==> config.mk <==
export PLATFORM = sky130hd
export DESIGN_NAME = alu_sweep_ctrl
export DESIGN_NICKNAME = d
export VERILOG_FILES = /design/src/rtl/alu_sweep_ctrl.sv
export SDC_FILE = /design/constraint.sdc
export NUM_CORES = 1
export LEC_CHECK = 0
export ABC_CLOCK_PERIOD_IN_PS = 1700
export CAP_MARGIN = 40
export CORE_UTILIZATION = 33
export CTS_CLUSTER_SIZE = 30
export DETAILED_ROUTE_END_ITERATION = 10
export PLACE_DENSITY = 0.66
export REMOVE_ABC_BUFFERS = 1
export SLEW_MARGIN = 10
export SYNTH_ARGS = -nofsm -noshare
export SYNTH_HDL_FRONTEND = slang
export SYNTH_SLANG_ARGS = --single-unit
export TNS_END_PERCENT = 10
==> constraint.sdc <==
create_clock -name clk -period 1.7 [get_ports clk]
set_input_delay 0.17 -clock clk [delete_from_list [all_inputs] [get_ports clk]]
set_output_delay 0.17 -clock clk [all_outputs]
set_load 0.1 [all_outputs]
==> src/rtl/alu_sweep_ctrl.sv <==
// Sweeps all 16 {c_in, oper} combinations through an external 8-bit ALU for one latched
// operand pair, streams each settled result and folds it into a 16-bit signature.
// Define ALU_SWEEP_CHECK_EN to add an end-of-sweep signature compare (exp_sig / mismatch).
module alu_sweep_ctrl #(
  parameter int unsigned SETTLE = 1
) (
  input  logic        clk,
  input  logic        rst_n,
  input  logic        start,
  input  logic [7:0]  a_in,
  input  logic [7:0]  b_in,
  output logic [7:0]  alu_a,
  output logic [7:0]  alu_b,
  output logic        alu_c_in,
  output logic [2:0]  alu_oper,
  input  logic [7:0]  alu_sum,
  input  logic        alu_c_out,
  output logic        busy,
  output logic        res_valid,
  output logic [3:0]  res_idx,
  output logic [7:0]  res_sum,
  output logic        res_c_out,
  output logic        done,
`ifdef ALU_SWEEP_CHECK_EN
  input  logic [15:0] exp_sig,
  output logic        mismatch,
`endif
  output logic [15:0] signature
);

  localparam logic [3:0] SETTLE_LOAD = 4'(SETTLE - 1);

  typedef enum logic [1:0] {
    IDLE   = 2'd0,
    WAIT   = 2'd1,
    SAMPLE = 2'd2,
    DONE   = 2'd3
  } state_t;

  state_t      state_reg, state_next;
  logic [3:0]  cnt_reg, cnt_next;
  logic [3:0]  idx_reg, idx_next;
  logic [7:0]  alu_a_reg, alu_a_next;
  logic [7:0]  alu_b_reg, alu_b_next;
  logic        busy_reg, busy_next;
  logic        res_valid_reg, res_valid_next;
  logic [3:0]  res_idx_reg, res_idx_next;
  logic [7:0]  res_sum_reg, res_sum_next;
  logic        res_c_out_reg, res_c_out_next;
  logic        done_reg, done_next;
  logic [15:0] sig_reg, sig_next;
`ifdef ALU_SWEEP_CHECK_EN
  logic        mismatch_reg, mismatch_next;
`endif

  // Signature step: rotate left by one, then fold in the 9-bit {c_out, sum} sample.
  logic [8:0]  sample_word;
  logic [15:0] sig_fold;

  assign sample_word = {alu_c_out, alu_sum};

  generate
    for (genvar gi = 0; gi < 16; gi++) begin : g_fold
      if (gi < 9) begin : g_mix
        assign sig_fold[gi] = sig_reg[(gi + 15) % 16] ^ sample_word[gi];
      end else begin : g_rot
        assign sig_fold[gi] = sig_reg[gi - 1];
      end
    end
  endgenerate

  always_ff @(posedge clk or negedge rst_n) begin
    if (!rst_n) begin
      state_reg     <= IDLE;
      cnt_reg       <= '0;
      idx_reg       <= '0;
      alu_a_reg     <= '0;
      alu_b_reg     <= '0;
      busy_reg      <= 1'b0;
      res_valid_reg <= 1'b0;
      res_idx_reg   <= '0;
      res_sum_reg   <= '0;
      res_c_out_reg <= 1'b0;
      done_reg      <= 1'b0;
      sig_reg       <= '0;
`ifdef ALU_SWEEP_CHECK_EN
      mismatch_reg  <= 1'b0;
`endif
    end else begin
      state_reg     <= state_next;
      cnt_reg       <= cnt_next;
      idx_reg       <= idx_next;
      alu_a_reg     <= alu_a_next;
      alu_b_reg     <= alu_b_next;
      busy_reg      <= busy_next;
      res_valid_reg <= res_valid_next;
      res_idx_reg   <= res_idx_next;
      res_sum_reg   <= res_sum_next;
      res_c_out_reg <= res_c_out_next;
      done_reg      <= done_next;
      sig_reg       <= sig_next;
`ifdef ALU_SWEEP_CHECK_EN
      mismatch_reg  <= mismatch_next;
`endif
    end
  end

  always_comb begin
    state_next     = state_reg;
    cnt_next       = cnt_reg;
    idx_next       = idx_reg;
    alu_a_next     = alu_a_reg;
    alu_b_next     = alu_b_reg;
    busy_next      = busy_reg;
    res_valid_next = 1'b0;
    res_idx_next   = res_idx_reg;
    res_sum_next   = res_sum_reg;
    res_c_out_next = res_c_out_reg;
    done_next      = 1'b0;
    sig_next       = sig_reg;
`ifdef ALU_SWEEP_CHECK_EN
    mismatch_next  = mismatch_reg;
`endif

    case (state_reg)
      IDLE: begin
        if (start) begin
          alu_a_next = a_in;
          alu_b_next = b_in;
          idx_next   = 4'h0;
          sig_next   = '0;
          cnt_next   = SETTLE_LOAD;
          busy_next  = 1'b1;
          state_next = WAIT;
`ifdef ALU_SWEEP_CHECK_EN
          mismatch_next = 1'b0;
`endif
        end
      end

      WAIT: begin
        if (cnt_reg == 4'd0) begin
          state_next = SAMPLE;
        end else begin
          cnt_next = cnt_reg - 4'd1;
        end
      end

      SAMPLE: begin
        res_valid_next = 1'b1;
        res_idx_next   = idx_reg;
        res_sum_next   = alu_sum;
        res_c_out_next = alu_c_out;
        sig_next       = sig_fold;
        if (idx_reg == 4'hF) begin
          done_next  = 1'b1;
          state_next = DONE;
`ifdef ALU_SWEEP_CHECK_EN
          mismatch_next = (sig_fold != exp_sig);
`endif
        end else begin
          idx_next   = idx_reg + 4'd1;
          cnt_next   = SETTLE_LOAD;
          state_next = WAIT;
        end
      end

      DONE: begin
        busy_next  = 1'b0;
        state_next = IDLE;
      end

      default: state_next = IDLE;
    endcase
  end

  // The drive index doubles as the {c_in, oper} ALU control.
  assign alu_a     = alu_a_reg;
  assign alu_b     = alu_b_reg;
  assign alu_c_in  = idx_reg[3];
  assign alu_oper  = idx_reg[2:0];
  assign busy      = busy_reg;
  assign res_valid = res_valid_reg;
  assign res_idx   = res_idx_reg;
  assign res_sum   = res_sum_reg;
  assign res_c_out = res_c_out_reg;
  assign done      = done_reg;
  assign signature = sig_reg;
`ifdef ALU_SWEEP_CHECK_EN
  assign mismatch  = mismatch_reg;
`endif

endmodule

==> metrics.yaml, run 1 <==
grt_antenna_before_repair: 0
die_w_microns: 86.8
syn_to_final_growth_pct: 54.3
post-route-period-util_pct: 93.6
crit_path_start: "idx_reg[0]$_DFFE_PN0P_"
multi_input_area_sq_um: 848
place.gp.congestion: 0.748
h-tree-depth: 3
cp_max_fo: 4
path_clk_slew_ns: 0.06
rr_startpoint: "idx_reg[0]$_DFFE_PN0P_"
drv_cap: 0
cts_num_sinks: 58
whs_ns: 0.382
avgSynthCellArea_sq_um: 11.6
critPathLaunchType: "flop"
skew_ns: 0.00659
drc: 0
antenna_left: 0
grt_pass1_wl_microns: 9120
yosys_warnings: 0
placed_area_sq_um: 3480
io_pins: 80
nets: 329
rsz0062_at_grt: "no"
synthTopCellsByArea: "dfrtp_1 (61%), mux2_2 (8.1%), nand2_1 (7.9%), xnor2_1 (3.7%), o21ai_0 (3.0%)"
hold_viol: 0
die_h_microns: 86.8
end_kind: "flop"
setup_viol: 0
drive_above_1_share_pct: 34.0
path_class: "flop to flop"
routed_wl_microns: 5400
num_vias: 1781
synth_top_area_cell: "dfrtp_1"
io_buffers: 79
crit_arrival_ns: 1.80
core_sq_um: 6870
synth_seq_cells: 58
drtIter0Drc: 85
cts_tree: "yes"
relSlewSlack_pct: 78.3
syn_area_sq_um: 2370
synthCells: 205
clk_latency_ns: 0.33
dpl.hpwl_microns: 3700
cts_buffers: 9
synth-seq-area-share_pct: 61.1
grt_start_max_net_pins: 59
design.die.area_sq_um: 7540
seq_area_sq_um: 1450
status: "completed"
tightestPinTransition_ns: 0.325
vias_per_cell: 4.46
synth_cell_type_count: 32
fillers: 618
num_rows: 30
max_clock_freq_mhz: 629
hp-class: "input pin to asynchronous set/reset pin"
detail_route.wl_per_cell_microns: 13.5
clock-root-buffer: "clkbuf_8"
synth_top_area_share_pct: 61.1
min_period_ns: 1.59
diodes: 0
start_util_pct: 34.6
cts_setup_buffers: 0
crit_required_ns: 1.91
fin_area_sq_um: 3660
slew_viol_final: 0
gr-usage-all-layers_pct: 16.1
post-place-ws_ns: 0.0663
drtPass1Iterations: 4
grt.overflow.total: 0
cts_buffer_depth: 2
fin_ws_ns: 0.109
largest_reg_flops: 16
grt_pass1_vias: 1809
area by class of cell:
class | count | share of cell area, %
clock buffers | 11 | 3.86
clock inverters | 5 | 0.819
inverters | 6 | 0.615
multi-input cells | 130 | 23.1
flip-flops and latches | 58 | 39.6
well taps | 96 | 3.28
repair buffers | 93 | 28.7
layout by cell type, fill, tap and decap left out, types with 2 or more instances in the layout:
master	Yosys	final
buf_4	2	42
a31oi_1	3	3
clkinvlp_4	0	2
ha_1	3	3
clkbuf_8	0	10
o21ai_0	14	14
clkdlybuf4s50_1	0	26
nand2_1	50	50
inv_1	6	6
mux2_2	17	17
a22o_1	7	7
nand3_1	2	2
a21oi_1	5	5
xnor2_1	10	10
buf_12	0	23
nand2b_1	3	3
dfrtp_1	58	58
clkinv_2	0	3
cells in the mapped netlist, drive strengths merged:
cell type	instances
or3b	1
o2bb2ai	1
o221ai	1
inv	6
nand2	50
and2b	1
buf	9
nor3b	1
nor2	1
xnor2	10
dfrtp	58
a21bo	1
a31oi	3
nand3	2
mux2	17
a21oi	5
o21bai	1
nand3b	1
o21ai	14
o41ai	1
a22o	7
ha	3
clkbuf	2
or4	1
mux2i	1
o22ai	1
and3	1
nor3	1
nand2b	3
a211oi	1
worst paths after layout:
check / endpoint / slack (ns) / cells after the start
max in group asynchronous: alu_a[7]$_DFFE_PN0P_ / 1.06 / 3
worst min register to register: res_sum[6]$_DFFE_PN0P_ / 0.48 / 2
min in group clk: res_sum[6]$_DFFE_PN0P_ / 0.41 / 3
worst max-delay path: idx_reg[0]$_DFFE_PN0P_ / 0.11 / 4
worst min-delay path: state_reg[0]$_DFFE_PN0P_ / 0.38 / 3
worst max register to register: idx_reg[0]$_DFFE_PN0P_ / 0.11 / 4
worst max-delay path: stages, from the launching register on:
cell	delay, ns
dfrtp_1	0.38
ha_1	0.22
and3_1	0.23
a21oi_1	0.27
mux2_2	0.37
routing by layer:
| layer | part of all wire (%) | wire length [microns] | GRT usage (%) | vias up |
|---|---|---|---|---|
| met1 | 46 | 2490 | 21.4 | 851 |
| li1 | - | - | - | 878 |
| met4 | 1.6 | 85 | 7.73 | 0 |
| met5 | 0 | 0 | 0 | - |
| met3 | 4.2 | 229 | 4.19 | 8 |
| met2 | 48 | 2600 | 24.6 | 44 |
through the flow:
stage	utilization [%]	std cells	setup TNS [ns]
after floorplan	-	194	-12.93
after global placement	50.7	382	0
after detailed placement	50.7	382	0
after CTS	53.3	399	0
after global routing	53.4	399	0
final	53.4	399	0
logic make-up after synthesis:
group	after synthesis	share of synthesized area [%]
mux	18	8.48
compound gates	36	10.1
buf+inv	17	3.64
xor+xnor	10	3.69
fa+ha+maj	3	1.58
simple gates	63	11.4
flops	58	61.1
repair_timing:
action,CTS,global route
hold buffers,1,0
endpoints found under the setup margin,0,1
hold endpoints to repair,58,0
resized for setup,0,1
Power of run 1 is left out: the tool's default activity adds up to more than one toggle a clock period on the data nets, which glitch-free logic cannot reach.
==> run 2: changes to the inputs <==
--- a/config.mk
+++ b/config.mk
@@ -7,11 +7,13 @@
 export LEC_CHECK = 0
 export ABC_CLOCK_PERIOD_IN_PS = 1700
 export CAP_MARGIN = 40
+export CORE_MARGIN = 3
 export CORE_UTILIZATION = 33
 export CTS_CLUSTER_SIZE = 30
 export DETAILED_ROUTE_END_ITERATION = 10
 export PLACE_DENSITY = 0.66
 export REMOVE_ABC_BUFFERS = 1
+export SKIP_CTS_REPAIR_TIMING = 1
 export SLEW_MARGIN = 10
 export SYNTH_ARGS = -nofsm -noshare
 export SYNTH_HDL_FRONTEND = slang
==> run 2 against run 1 <==
Global-route usage shrank 1.7 points. Clock skew rose by 0.0016 ns. Critical path type unchanged. Die area rose by 9.4%. Register-to-register slack about the same. First-iteration DRC count up 11%. Critical endpoint unchanged. Hold slack got worse by 0.0076 ns. Wire length rose by 2.4%. Sequential share of layout area decreased by 0.20 points. Flip-flop and latch count did not move. Setup slack better by 0.014 ns. Non-clock buffer count shrank 1.
==> metrics.yaml, run 2 (same netlist as run 1, synthesis figures left out) <==
place.gp.congestion: 0.748  # about the same
drtIter0Drc: 94  # was 85
status: "completed"  # unchanged
drive_above_1_share_pct: 33.2  # was 34.0%
hp-class: "input pin to asynchronous set/reset pin"  # unchanged
core_sq_um: 6870  # unchanged
whs_ns: 0.374  # was 0.382 ns
antenna_left: 0  # unchanged
tightestPinTransition_ns: 0.325  # about the same
die_w_microns: 90.8  # was 86.8 microns
crit_arrival_ns: 1.79  # was 1.80 ns
largest_reg_flops: 16  # unchanged
grt_antenna_before_repair: 0  # unchanged
start_util_pct: 34.6  # unchanged
grt_pass1_vias: 1845  # was 1,809
crit_required_ns: 1.92  # was 1.91 ns
setup_viol: 0  # unchanged
drtPass1Iterations: 6  # was 4
min_period_ns: 1.58  # was 1.59 ns
design.die.area_sq_um: 8250  # was 7540 sq um
gr-usage-all-layers_pct: 14.4  # was 16.1%
post-route-period-util_pct: 92.7  # was 93.6%
routed_wl_microns: 5530  # was 5400 microns
h-tree-depth: 3  # unchanged
end_kind: "flop"  # unchanged
placed_cells: 381  # was 382
slew_viol_final: 0  # unchanged
io_buffers: 79  # unchanged
syn_to_final_growth_pct: 55.1  # was 54.3%
cp_max_fo: 4  # unchanged
mostFrequentLayoutCell: "dfrtp_1"  # unchanged
grt.overflow.total: 0  # unchanged
drc: 0  # unchanged
cts_tree: "yes"  # unchanged
vias_per_cell: 4.63  # was 4.46
cts_buffer_depth: 2  # unchanged
grt_start_max_net_pins: 59  # unchanged
io_pins: 80  # unchanged
cts_buffers: 9  # unchanged
detail_route.wl_per_cell_microns: 13.9  # was 13.5 microns
dpl.hpwl_microns: 3830  # was 3700 microns
clk_latency_ns: 0.34  # was 0.33 ns
cts_num_sinks: 58  # unchanged
nets: 328  # was 329
rsz0062_at_grt: "no"  # unchanged
diodes: 0  # unchanged
max_clock_freq_mhz: 634  # was 629 MHz
relSlewSlack_pct: 78.3  # about the same
num_rows: 30  # unchanged
path_clk_slew_ns: 0.06  # about the same
fillers: 588  # was 618
grt_pass1_wl_microns: 9350  # was 9120 microns
fin_util_pct: 53.6  # was 53.4%
critPathLaunchType: "flop"  # unchanged
clock-root-buffer: "clkbuf_8"  # unchanged
final_cell_mix: "dfrtp_1 (58), nand2_1 (50), buf_4 (40)"  # was dfrtp_1 (58), nand2_1 (50), buf_4 (42)
final_cells: 397  # was 399
die_h_microns: 90.8  # was 86.8 microns
num_vias: 1838  # was 1,781
path_class: "flop to flop"  # unchanged
hold_viol: 0  # unchanged
drv_cap: 0  # unchanged
skew_ns: 0.00822  # was 0.00659 ns
run 2: changes by cell type in the layout (fill, tap and decap cells not counted), sizes merged:
cell      previous run  this run
bufinv               0         1
buf                 66        65
clkbuf              11        12
clkinv               3         2
clkinvlp             2         0
run 2: through the flow:
step / setup WS [ns] / area [sq um] / TNS (ns)
final: 0.124 / 3680 / 0
after global routing: 0.0348 / 3680 / 0
after CTS: 0.0772 / 3670 / 0
after detailed placement: 0.0836 / 3490 / 0
after global placement: 0.107 / 3490 / 0
after floorplan: -0.664 / 2310 / -12.93
run 2: area by class of cell:
cell class	count	area, sq um	share of cell area, %
sequential	58	1450	39.4
timing repair buffer	92	1060	28.7
multi-input combinational	130	848	23.0
clock buffer	12	145	3.94
tap	96	120	3.26
clock inverter	3	40.0	1.09
inverter	6	22.5	0.611
run 2: final timing paths:
path                       slack (ns)                       end              startpoint  cells after the start
min reg2reg                      0.48    res_sum[7]$_DFFE_PN0P_  res_sum[7]$_DFFE_PN0P_                      2
max in group asynchronous        1.06    res_sum[4]$_DFFE_PN0P_                   rst_n                      3
min in group clk                 0.42    res_sum[6]$_DFFE_PN0P_              alu_sum[6]                      3
max reg2reg                      0.12    idx_reg[0]$_DFFE_PN0P_  idx_reg[0]$_DFFE_PN0P_                      4
min                              0.37  state_reg[1]$_DFFE_PN0P_                   rst_n                      3
max                              0.12    idx_reg[0]$_DFFE_PN0P_  idx_reg[0]$_DFFE_PN0P_                      4
run 2: routing by layer:
layer	GRT usage, %	vias to the layer above	wire length [microns]
met4	7.16	0	114
met3	4.67	12	395
met2	21.0	56	2580
met1	19.2	899	2440
met5	0	-	0
li1	-	871	-
run 2: worst max-delay path: stages, from the launching register on:
cell     delay, ns
dfrtp_1       0.38
ha_1          0.22
and3_1        0.23
a21oi_1       0.26
mux2_2        0.37
Power of run 2 is left out for the same reason.
